`config.mk`:
```
export PLATFORM = sky130hd
export DESIGN_NAME = dmem_arbiter
export DESIGN_NICKNAME = d
export VERILOG_FILES = /design/src/rtl/dmem_arbiter.sv
export SDC_FILE = /design/constraint.sdc
export NUM_CORES = 1
export LEC_CHECK = 0
export BUFFER_PORTS_ARGS = -buffer_cell sky130_fd_sc_hd__buf_2
export CORE_AREA = 2 2 90 92
export DETAILED_ROUTE_END_ITERATION = 16
export DIE_AREA = 0 0 92 94
export GPL_ROUTABILITY_DRIVEN = 0
export PLACE_DENSITY = 0.81
export SYNTH_ARGS = -nofsm -noshare
export SYNTH_HDL_FRONTEND = slang
export SYNTH_SLANG_ARGS = --single-unit
```
`constraint.sdc`:
```
create_clock -name clk_in -period 6 [get_ports clk_in]
set_input_delay 1.2 -clock clk_in [delete_from_list [all_inputs] [get_ports clk_in]]
set_output_delay 1.2 -clock clk_in [all_outputs]
set_load 0.005 [all_outputs]
```
`src/rtl/dmem_arbiter.sv`:
```
// dmem_arbiter: shares a single DMEM port between the CPU and a DMA/loader.
// The CPU owns the port by default. A DMA request is granted when the CPU is
// idle, or after STARVE_LIMIT consecutive blocked cycles, in which case the
// CPU is stalled for that one cycle. A granted DMA access is acknowledged in
// the following cycle, during which the port is handed back to the CPU.
module dmem_arbiter #(
  parameter int unsigned STARVE_LIMIT = 8
) (
  input  logic        clk_in,
  input  logic        reset,
  input  logic        cpu_cs,
  input  logic        cpu_we,
  input  logic        cpu_re,
  input  logic [2:0]  cpu_type,
  input  logic [11:0] cpu_addr,
  input  logic [31:0] cpu_wdata,
  output logic        cpu_stall,
  input  logic        dma_req,
  input  logic        dma_we,
  input  logic [2:0]  dma_type,
  input  logic [11:0] dma_addr,
  input  logic [31:0] dma_wdata,
  output logic        dma_ack,
  output logic [31:0] dma_rdata,
  output logic        mem_ena,
  output logic        mem_wena,
  output logic        mem_rena,
  output logic [2:0]  mem_type,
  output logic [11:0] mem_addr,
  output logic [31:0] mem_wdata,
  input  logic [31:0] mem_rdata,
  output logic [15:0] stall_count
);

  localparam logic [7:0] LIMIT = 8'(STARVE_LIMIT);

  typedef enum logic {
    S_IDLE     = 1'b0,
    S_DMA_RESP = 1'b1
  } state_t;

  state_t      r_state;
  logic [7:0]  r_wait_cnt;
  logic [31:0] r_dma_rdata;
  logic [15:0] r_stall_count;

  logic w_in_idle;
  logic w_dma_grant;
  logic w_cpu_stall;

  // Saturating increment: the stall counter sticks at all-ones.
  function automatic logic [15:0] sat_inc16(input logic [15:0] v);
    return (v == 16'hFFFF) ? v : v + 16'd1;
  endfunction

  // Grant is combinational so the DMA access happens in the request cycle.
  assign w_in_idle   = (r_state == S_IDLE);
  assign w_dma_grant = ~reset & w_in_idle & dma_req &
                       (~cpu_cs | (r_wait_cnt == LIMIT));
  assign w_cpu_stall = w_dma_grant & cpu_cs;

  assign cpu_stall   = w_cpu_stall;
  assign dma_ack     = ~reset & (r_state == S_DMA_RESP);
  assign dma_rdata   = r_dma_rdata;
  assign stall_count = r_stall_count;

  // Memory port mux: DMA fields when granted, CPU fields otherwise; strobes
  // are forced low while reset is held.
  always_comb begin
    mem_ena   = 1'b0;
    mem_wena  = 1'b0;
    mem_rena  = 1'b0;
    mem_type  = cpu_type;
    mem_addr  = cpu_addr;
    mem_wdata = cpu_wdata;
    if (reset) begin
      mem_ena  = 1'b0;
      mem_wena = 1'b0;
      mem_rena = 1'b0;
    end else if (w_dma_grant) begin
      mem_ena   = 1'b1;
      mem_wena  = dma_we;
      mem_rena  = ~dma_we;
      mem_type  = dma_type;
      mem_addr  = dma_addr;
      mem_wdata = dma_wdata;
    end else begin
      mem_ena  = cpu_cs;
      mem_wena = cpu_we;
      mem_rena = cpu_re;
    end
  end

  // Two-state FSM: a grant moves to DMA_RESP, which always returns to IDLE.
  always_ff @(posedge clk_in) begin
    if (reset) begin
      r_state <= S_IDLE;
    end else begin
      case (r_state)
        S_IDLE:     if (w_dma_grant) r_state <= S_DMA_RESP;
        S_DMA_RESP: r_state <= S_IDLE;
        default:    r_state <= S_IDLE;
      endcase
    end
  end

  // Starvation counter: counts blocked request cycles, cleared on grant or
  // when the request goes away.
  always_ff @(posedge clk_in) begin
    if (reset) begin
      r_wait_cnt <= 8'd0;
    end else if (w_dma_grant || !dma_req) begin
      r_wait_cnt <= 8'd0;
    end else if (w_in_idle && cpu_cs && (r_wait_cnt < LIMIT)) begin
      r_wait_cnt <= r_wait_cnt + 8'd1;
    end
  end

  // DMA read data is captured on the granted edge and held otherwise.
  always_ff @(posedge clk_in) begin
    if (reset) begin
      r_dma_rdata <= 32'd0;
    end else if (w_dma_grant && !dma_we) begin
      r_dma_rdata <= mem_rdata;
    end
  end

  // Count cycles in which the CPU was forced to stall.
  always_ff @(posedge clk_in) begin
    if (reset) begin
      r_stall_count <= 16'd0;
    end else if (w_cpu_stall) begin
      r_stall_count <= sat_inc16(r_stall_count);
    end
  end

endmodule

```
# Yosys cells after proc, flatten, opt, wreduce, memory -nomap -nowiden
# Cells that the tools add are included.
[totals]
wordCells = 42
input_bits = 133
register_bits = 57
output_inout_bits = 100
[classes]
addsub = 2
order_cmp = 1
n_mux = 14
n_bitwise = 11
reduce_logical = 8
eq_ne = 2
[ops]
columns = ["op", "count"]
rows = [
  ["two-way mux 32 bit", 2],
  ["two-way mux 12 bit", 2],
  ["adder 16 x 1 -> 16 bit (second input constant)", 1],
  ["== test 16 bit (second input constant)", 1],
  ["adder 8 x 1 -> 8 bit (second input constant)", 1],
  ["== test 8 x 4 -> 1 bit (second input constant)", 1],
  ["less-than comparator 8 x 4 -> 1 bit (second input constant)", 1],
  ["two-way mux 1 bit", 7],
  ["two-way mux 3 bit", 2],
  ["bitwise AND 1 bit", 5],
  ["inverter 1 bit", 5],
  ["logical AND 1 bit", 3],
  ["logical NOT 1 bit", 2],
  ["case mux 1 bit (2 select lines)", 1],
  ["AND reduction 2 bit", 1],
  ["OR reduction 2 bit", 1],
  ["logical OR 1 bit", 1],
  ["bitwise OR 1 bit", 1],
]

# Logic depth before layout (Yosys ltp)
# Gate-level depths: netlist of the first run.
[logic_depth]
ltp_word = 6
depth_mapped = 9
mapped_depth_nobuf = 7

# Worst setup path before layout of the first run
# Ideal clock, no wire load.
[synth_timing]
path_type = "input -> output"
from = "in reset"
to = "out mem_wdata[16]"
arrival_time_ns = 2.443
cell_stages = 5
path_slack_ns = 2.357
required_time_ns = 4.800
path_buffers = 2
path_cell_list = "clkbuf_1 -> nor3b_1 -> nand2_1 -> clkbuf_1 -> mux2_2"
[synth_via]
elab_chain_cells = 6
[synth_rtl]
columns = ["item", "line", "source"]
rows = [
  ["start: declaration", "10", "input logic reset,"],
  ["inverter 1 bit", "58", "assign w_dma_grant = ~reset & w_in_idle & dma_req &"],
  ["bitwise AND 1 bit (3 in series)", "58", ""],
  ["two-way mux 32 bit", "80", "end else if (w_dma_grant) begin"],
  ["two-way mux 32 bit *", "76", "if (reset) begin"],
  ["end: declaration", "30", "output logic [31:0] mem_wdata,"],
]
# Mark *: on every way between the ends. The rest lies on a longest branch, timed or not.

# Worst setup path in the final report of the first run
[layout_timing]
from = "in reset"
to = "out mem_wdata[2]"
# Same word-level chain as after synthesis.

==> results of run 1 <==
-- layout make-up --
type | instances | share of cell area
timing repair buffer | 234 | 0.257
clock inverter | 7 | 0.0260
inverter | 43 | 0.0353
clock buffer | 9 | 0.0271
sequential | 57 | 0.250
multi-input combinational | 225 | 0.377
tap | 102 | 0.0279
-- worst paths after layout --
path / slack [ps] / from / end / depth (start not counted)
max: 1490 / reset / mem_wdata[2] / 5
max reg2reg: 3550 / r_wait_cnt[0] / dma_rdata[3] / 7
min reg2reg: 500 / stall_count[4] / stall_count[4] / 2
min: 500 / stall_count[4] / stall_count[4] / 2
-- logic make-up (layout without fill, tap and decap cells) --
family	after synthesis	in the layout
AO/OA/AOI/OAI	98	98
AND/OR/NAND/NOR	70	70
buffers and inverters	70	293
flip-flops	57	57
multiplexers	52	52
adder cells (fa/ha/maj)	3	3
XOR/XNOR	2	2
-- Yosys cell counts (all sizes together) (7+ instances only) --
master / instances / share of area
o311ai: 32 / 0.090
o21ai: 37 / 0.059
dfxtp: 57 / 0.37
or4: 10 / 0.024
clkbuf: 23 / 0.028
and3: 7 / 0.014
a21oi: 15 / 0.024
o31ai: 9 / 0.022
nor2: 11 / 0.013
nand4: 7 / 0.014
mux2: 51 / 0.18
inv: 43 / 0.052
-- registers in the layout (all words and copies together) (netlist names) --
register	flops
stall_count	16
r_wait_cnt	8
r_state	1
dma_rdata	32
-- metal layers --
| metal | track usage | up-vias | routed length, µm |
|---|---|---|---|
| li1 | - | 1734 | - |
| met1 | 0.289 | 1675 | 4400 |
| met2 | 0.421 | 135 | 5490 |
| met3 | 0.0546 | 12 | 605 |
| met4 | 0.0659 | 0 | 139 |
| met5 | 0 | - | 0 |
-- power by group through the flow --
stage               combinational [mW]  sequential (mW)  clock, mW
global route                     0.159            0.391      0.459
global placement                 0.142            0.398          0
CTS                              0.146            0.390      0.443
floorplan                       0.0597            0.399          0
detailed placement               0.145            0.398          0
finish                           0.145            0.390      0.435
-- critical path, cell delays in order --
cell and delay (ps):
buf_2 250, nor3b_1 440, nand2_2 700, mux2_2 530
buf_2 150
-- metrics by stage --
stage,setup WS [ps],area [µm²]
after floorplan,2360,3120
after global placement,1630,4330
after detailed placement,1510,4330
after CTS,1500,4570
after global routing,1300,4570
final,1490,4570
==> flow_metrics.tcl, run 1 <==
set metrics [dict create \
    status "finished clean" \
    grt_pass1_vias 3354 \
    placedCellCount 661 \
    ios 233 \
    post_cts_buffers 0 \
    slew_headroom 0.270 \
    gr-total-overflow 0 \
    antenna_found_initial 0 \
    ant_nets 0 \
    fin_nets 706 \
    cts_tree "yes" \
    synth_area_mm2 0.00312 \
    hold_violations 0 \
    cts_hold_buf 0 \
    multi_input_area_mm2 0.00172 \
    yosysSeqAreaShare 0.366 \
    cp.required_ps 4800 \
    ys_async_sr_fraction 0 \
    startpoint_type "input pin" \
    syn_to_final_growth_pct 46.5 \
    root_buffer "clkbuf_8" \
    fmaxAchievable_mhz 222 \
    synth-simple-area-share 0.138 \
    cts_resized 0 \
    tns_ps 0 \
    final_cells 677 \
    power_uw 970 \
    dieArea_mm2 0.00865 \
    synth_edf_count 0 \
    nFillCells 718 \
    drc 0 \
    dr.pass1.iters 5 \
    holdWs_ps 503 \
    power_frac_seq 0.402 \
    power.density_mw_per_mm2 212 \
    dp_hpwl_um 8150 \
    num_vias 3556 \
    crit_type "in -> out" \
    insertion_delay_ps 340 \
    synth_top_family_by_area "compound AO/OA/AOI/OAI gates" \
    drt-total-wl_um 10600 \
    die_w_um 92 \
    p_switching_uw 231 \
    grt_use_total 0.238 \
    p_int_uw 739 \
    clk_path_buf_depth 2 \
    initial_core_util 0.410 \
    endpoint_kind "output port" \
    synth_seq_cells 57 \
    synth_cell_type_count 36 \
    drt-vias-per-instance 5.25 \
    die_h_um 94 \
    worstPathArrival_ps 3310 \
    synthAdderAreaFrac 0.0120 \
    rsz0062_at_grt "false" \
    grt_pass1_wl_um 16600 \
    grt_max_degree 53 \
    drtIter0Drc 163 \
    p_clk_frac 0.448 \
    cts_num_sinks 57 \
    cts_buffers 9 \
    wl_per_cell_um 15.7 \
    seq_area_mm2 0.00114 \
    cap_violations 0 \
    layout_commonest_cell "buf_2" \
    avgSynthCellArea_um2 8.87 \
    hold_class "reg -> reg" \
    rows 32 \
    final_cell_mix "232 x buf_2, 57 x dfxtp_1, 51 x mux2_2" \
    ir_drop_mv 0.111 \
    htreeDepth 3 \
    path_clk_slew_ps 70 \
    layout_min_cycle_time_ps 4510 \
    yosysWarnings 0 \
    synth_mux_area_frac 0.187 \
    drive_above_1_share 0.529 \
    netSwitchingFraction 0.238 \
    fin_util 0.601 \
    period_share 0.752 \
    p_leak_nw 2.28 \
    skew_ps 11.9 \
    setup_viol 0 \
    share_comb_of_total_power 0.150 \
    postSynthCellCount 352 \
    syn_nets 488 \
    drv_slew 0 \
    crit_fanout 52 \
    io_buffer_count 232 \
    ys.flop_type "dfxtp_1" \
    synth_compound_area_frac 0.207 \
    core_area_mm2 0.00761 \
    diodes 0 \
    worst_pin_slew_ps 1090 \
    synth_xor_xnor_area_share 0.00561 \
]
Power figures use the tool's default switching activity.
==> run 2, diff against run 1 <==
Settings changed: CORE_AREA 2 2 90 92 to default, CORE_MARGIN from default to 2, CORE_UTILIZATION from default to 37, DIE_AREA 0 0 92 94 to default, PLACE_DENSITY 0.81 to 0.78.
Clock period 6 ns to 4 ns, I/O delays scaled along.
==> run 2 against run 1 <==
  * Non-clock buffer count increased by 3
  * Critical path type unchanged
  * Routed wire length rose by 2.3%
  * Largest cell class unchanged
  * Count of clock-buffer cells in the layout rose by 1
  * Global-route usage is 1.5 points lower
  * Flip-flop and latch count stayed put
  * Highest routed layer unchanged
==> flow_metrics.tcl, run 2 (synthesized netlist as in run 1, its figures left out) <==
set metrics [dict create \
    status "finished clean" \
    dr.pass1.iters 4 \
    fin_nets 709 \
    layout_min_cycle_time_ps 3360 \
    final_cell_mix "232 x buf_2, 57 x dfxtp_1, 51 x mux2_2" \
    crit_top_cell "buf_2" \
    reg2reg_slack_ps 1650 \
    rows 33 \
    reg2reg_to "stall_count[6]" \
    slowest_stage "buf_4" \
    hold_violations 0 \
    finalInstanceArea_mm2 0.00454 \
    drtIter0Drc 159 \
    skew_ps 14.0 \
    cts_tree "yes" \
    slew_headroom 0.464 \
    io_buffer_count 232 \
    setup_viol 0 \
    syn_to_final_growth_pct 45.5 \
    worstSetupEndpoint "mem_addr[7]" \
    startpoint "reset" \
    worstPathArrival_ps 2560 \
    cts_buffers 9 \
    critPathBufInv 3 \
    cts_hold_buf 0 \
    final_cells 682 \
    post_cts_buffers 0 \
    diodes 0 \
    hold_depth 2 \
    p_int_uw 979 \
    power_frac_seq 0.444 \
    period_share 0.839 \
    drv_slew 0 \
    largest_reg_flops 32 \
    dieArea_mm2 0.00918 \
    grt_use_met1 0.277 \
    cts_num_sinks 57 \
    busiest_layer "met2" \
    reg2reg_from "r_wait_cnt[4]" \
    dp_hpwl_um 8380 \
    grt_max_degree 53 \
    insertion_delay_ps 330 \
    grt_use_met3 0.0486 \
    rsz0062_at_grt "false" \
    path_cells "buf_2 -> nor3b_1 -> nand2_2 -> buf_4 -> mux2_2 -> buf_2" \
    root_buffer "clkbuf_8" \
    die_h_um 95.8 \
    ant_nets 0 \
    endpoint_kind "output port" \
    htreeDepth 3 \
    core_area_mm2 0.00818 \
    reg2reg_depth 5 \
    placedCellCount 667 \
    p_clk_frac 0.388 \
    grt_pass1_vias 3316 \
    drc 0 \
    initial_core_util 0.382 \
    p_switching_uw 336 \
    die_w_um 95.8 \
    crit_type "in -> out" \
    holdWs_ps 501 \
    wl_per_cell_um 15.9 \
    drive_above_1_share 0.529 \
    share_comb_of_total_power 0.167 \
    path_clk_slew_ps 70 \
    antenna_found_initial 0 \
    netSwitchingFraction 0.256 \
    grt_use_total 0.223 \
    startpoint_type "input pin" \
    layout_commonest_cell "buf_2" \
    num_vias 3590 \
    path_delay_family "buffers and inverters" \
    clk_path_buf_depth 2 \
    ir_drop_mv 0.140 \
    crit_fanout 52 \
    cap_violations 0 \
    grtUsageMet2 0.389 \
    hold_class "reg -> reg" \
    drt-vias-per-instance 5.26 \
    power.density_mw_per_mm2 290 \
    tns_ps 0 \
    cp.required_ps 3200 \
    path_depth 6 \
    ios 233 \
    drt-total-wl_um 10900 \
    placed_area_mm2 0.00435 \
    gr-total-overflow 0 \
    p_leak_nw 2.26 \
    cp_slowest_stage_delay_ps 500 \
    grt_pass1_wl_um 15900 \
    cts_resized 0 \
    worst_pin_slew_ps 803 \
    fmaxAchievable_mhz 298 \
]
## run 2: per-layer routing
metal | part of all wire | vias up | wire, µm
met3 | 0.059 | 13 | 641
met5 | 0 | - | 0
met4 | 0.010 | 0 | 113
li1 | - | 1745 | -
met2 | 0.51 | 150 | 5570
met1 | 0.42 | 1682 | 4540
## run 2: cell type report
type	instances	area, µm²
timing repair buffer	237	1200
sequential	57	1140
multi-input combinational	225	1720
inverter	43	161
clock inverter	5	57.6
tap	105	131
clock buffer	10	128
fill	777	3640
## run 2: worst min path at each step
| stage | end | slack [ps] | startpoint |
|---|---|---|---|
| after floorplan | r_wait_cnt[3] | 450 | r_wait_cnt[3] |
| after global placement | r_wait_cnt[3] | 470 | r_wait_cnt[3] |
| after detailed placement | dma_rdata[30] | 490 | dma_rdata[30] |
| after CTS | dma_rdata[2] | 500 | dma_rdata[2] |
| after global routing | dma_rdata[30] | 520 | dma_rdata[30] |
| final | dma_rdata[30] | 500 | dma_rdata[30] |
## run 2: metrics by stage
| stage | util | setup WS (ps) | power (mW) |
|---|---|---|---|
| floorplan | - | 1160 | 0.688 |
| global placement | 0.533 | 711 | 0.812 |
| detailed placement | 0.533 | 664 | 0.816 |
| CTS | 0.555 | 656 | 1.32 |
| global route | 0.555 | 554 | 1.37 |
| finish | 0.555 | 644 | 1.32 |
## run 2: power groups by stage
stage | clock (mW) | sequential (mW) | combinational (mW)
2_1_floorplan | 0 | 0.598 | 0.0896
3_3_place_gp | 0 | 0.597 | 0.215
3_5_place_dp | 0 | 0.597 | 0.219
4_1_cts | 0.519 | 0.585 | 0.220
5_1_grt | 0.547 | 0.586 | 0.239
6_report | 0.511 | 0.585 | 0.220
## run 2: worst min-delay path, delay by kind of cell (launching register included)
family	cells	cell delay, ps
DFF	1	310
AOI/OAI and AO/OA	2	140
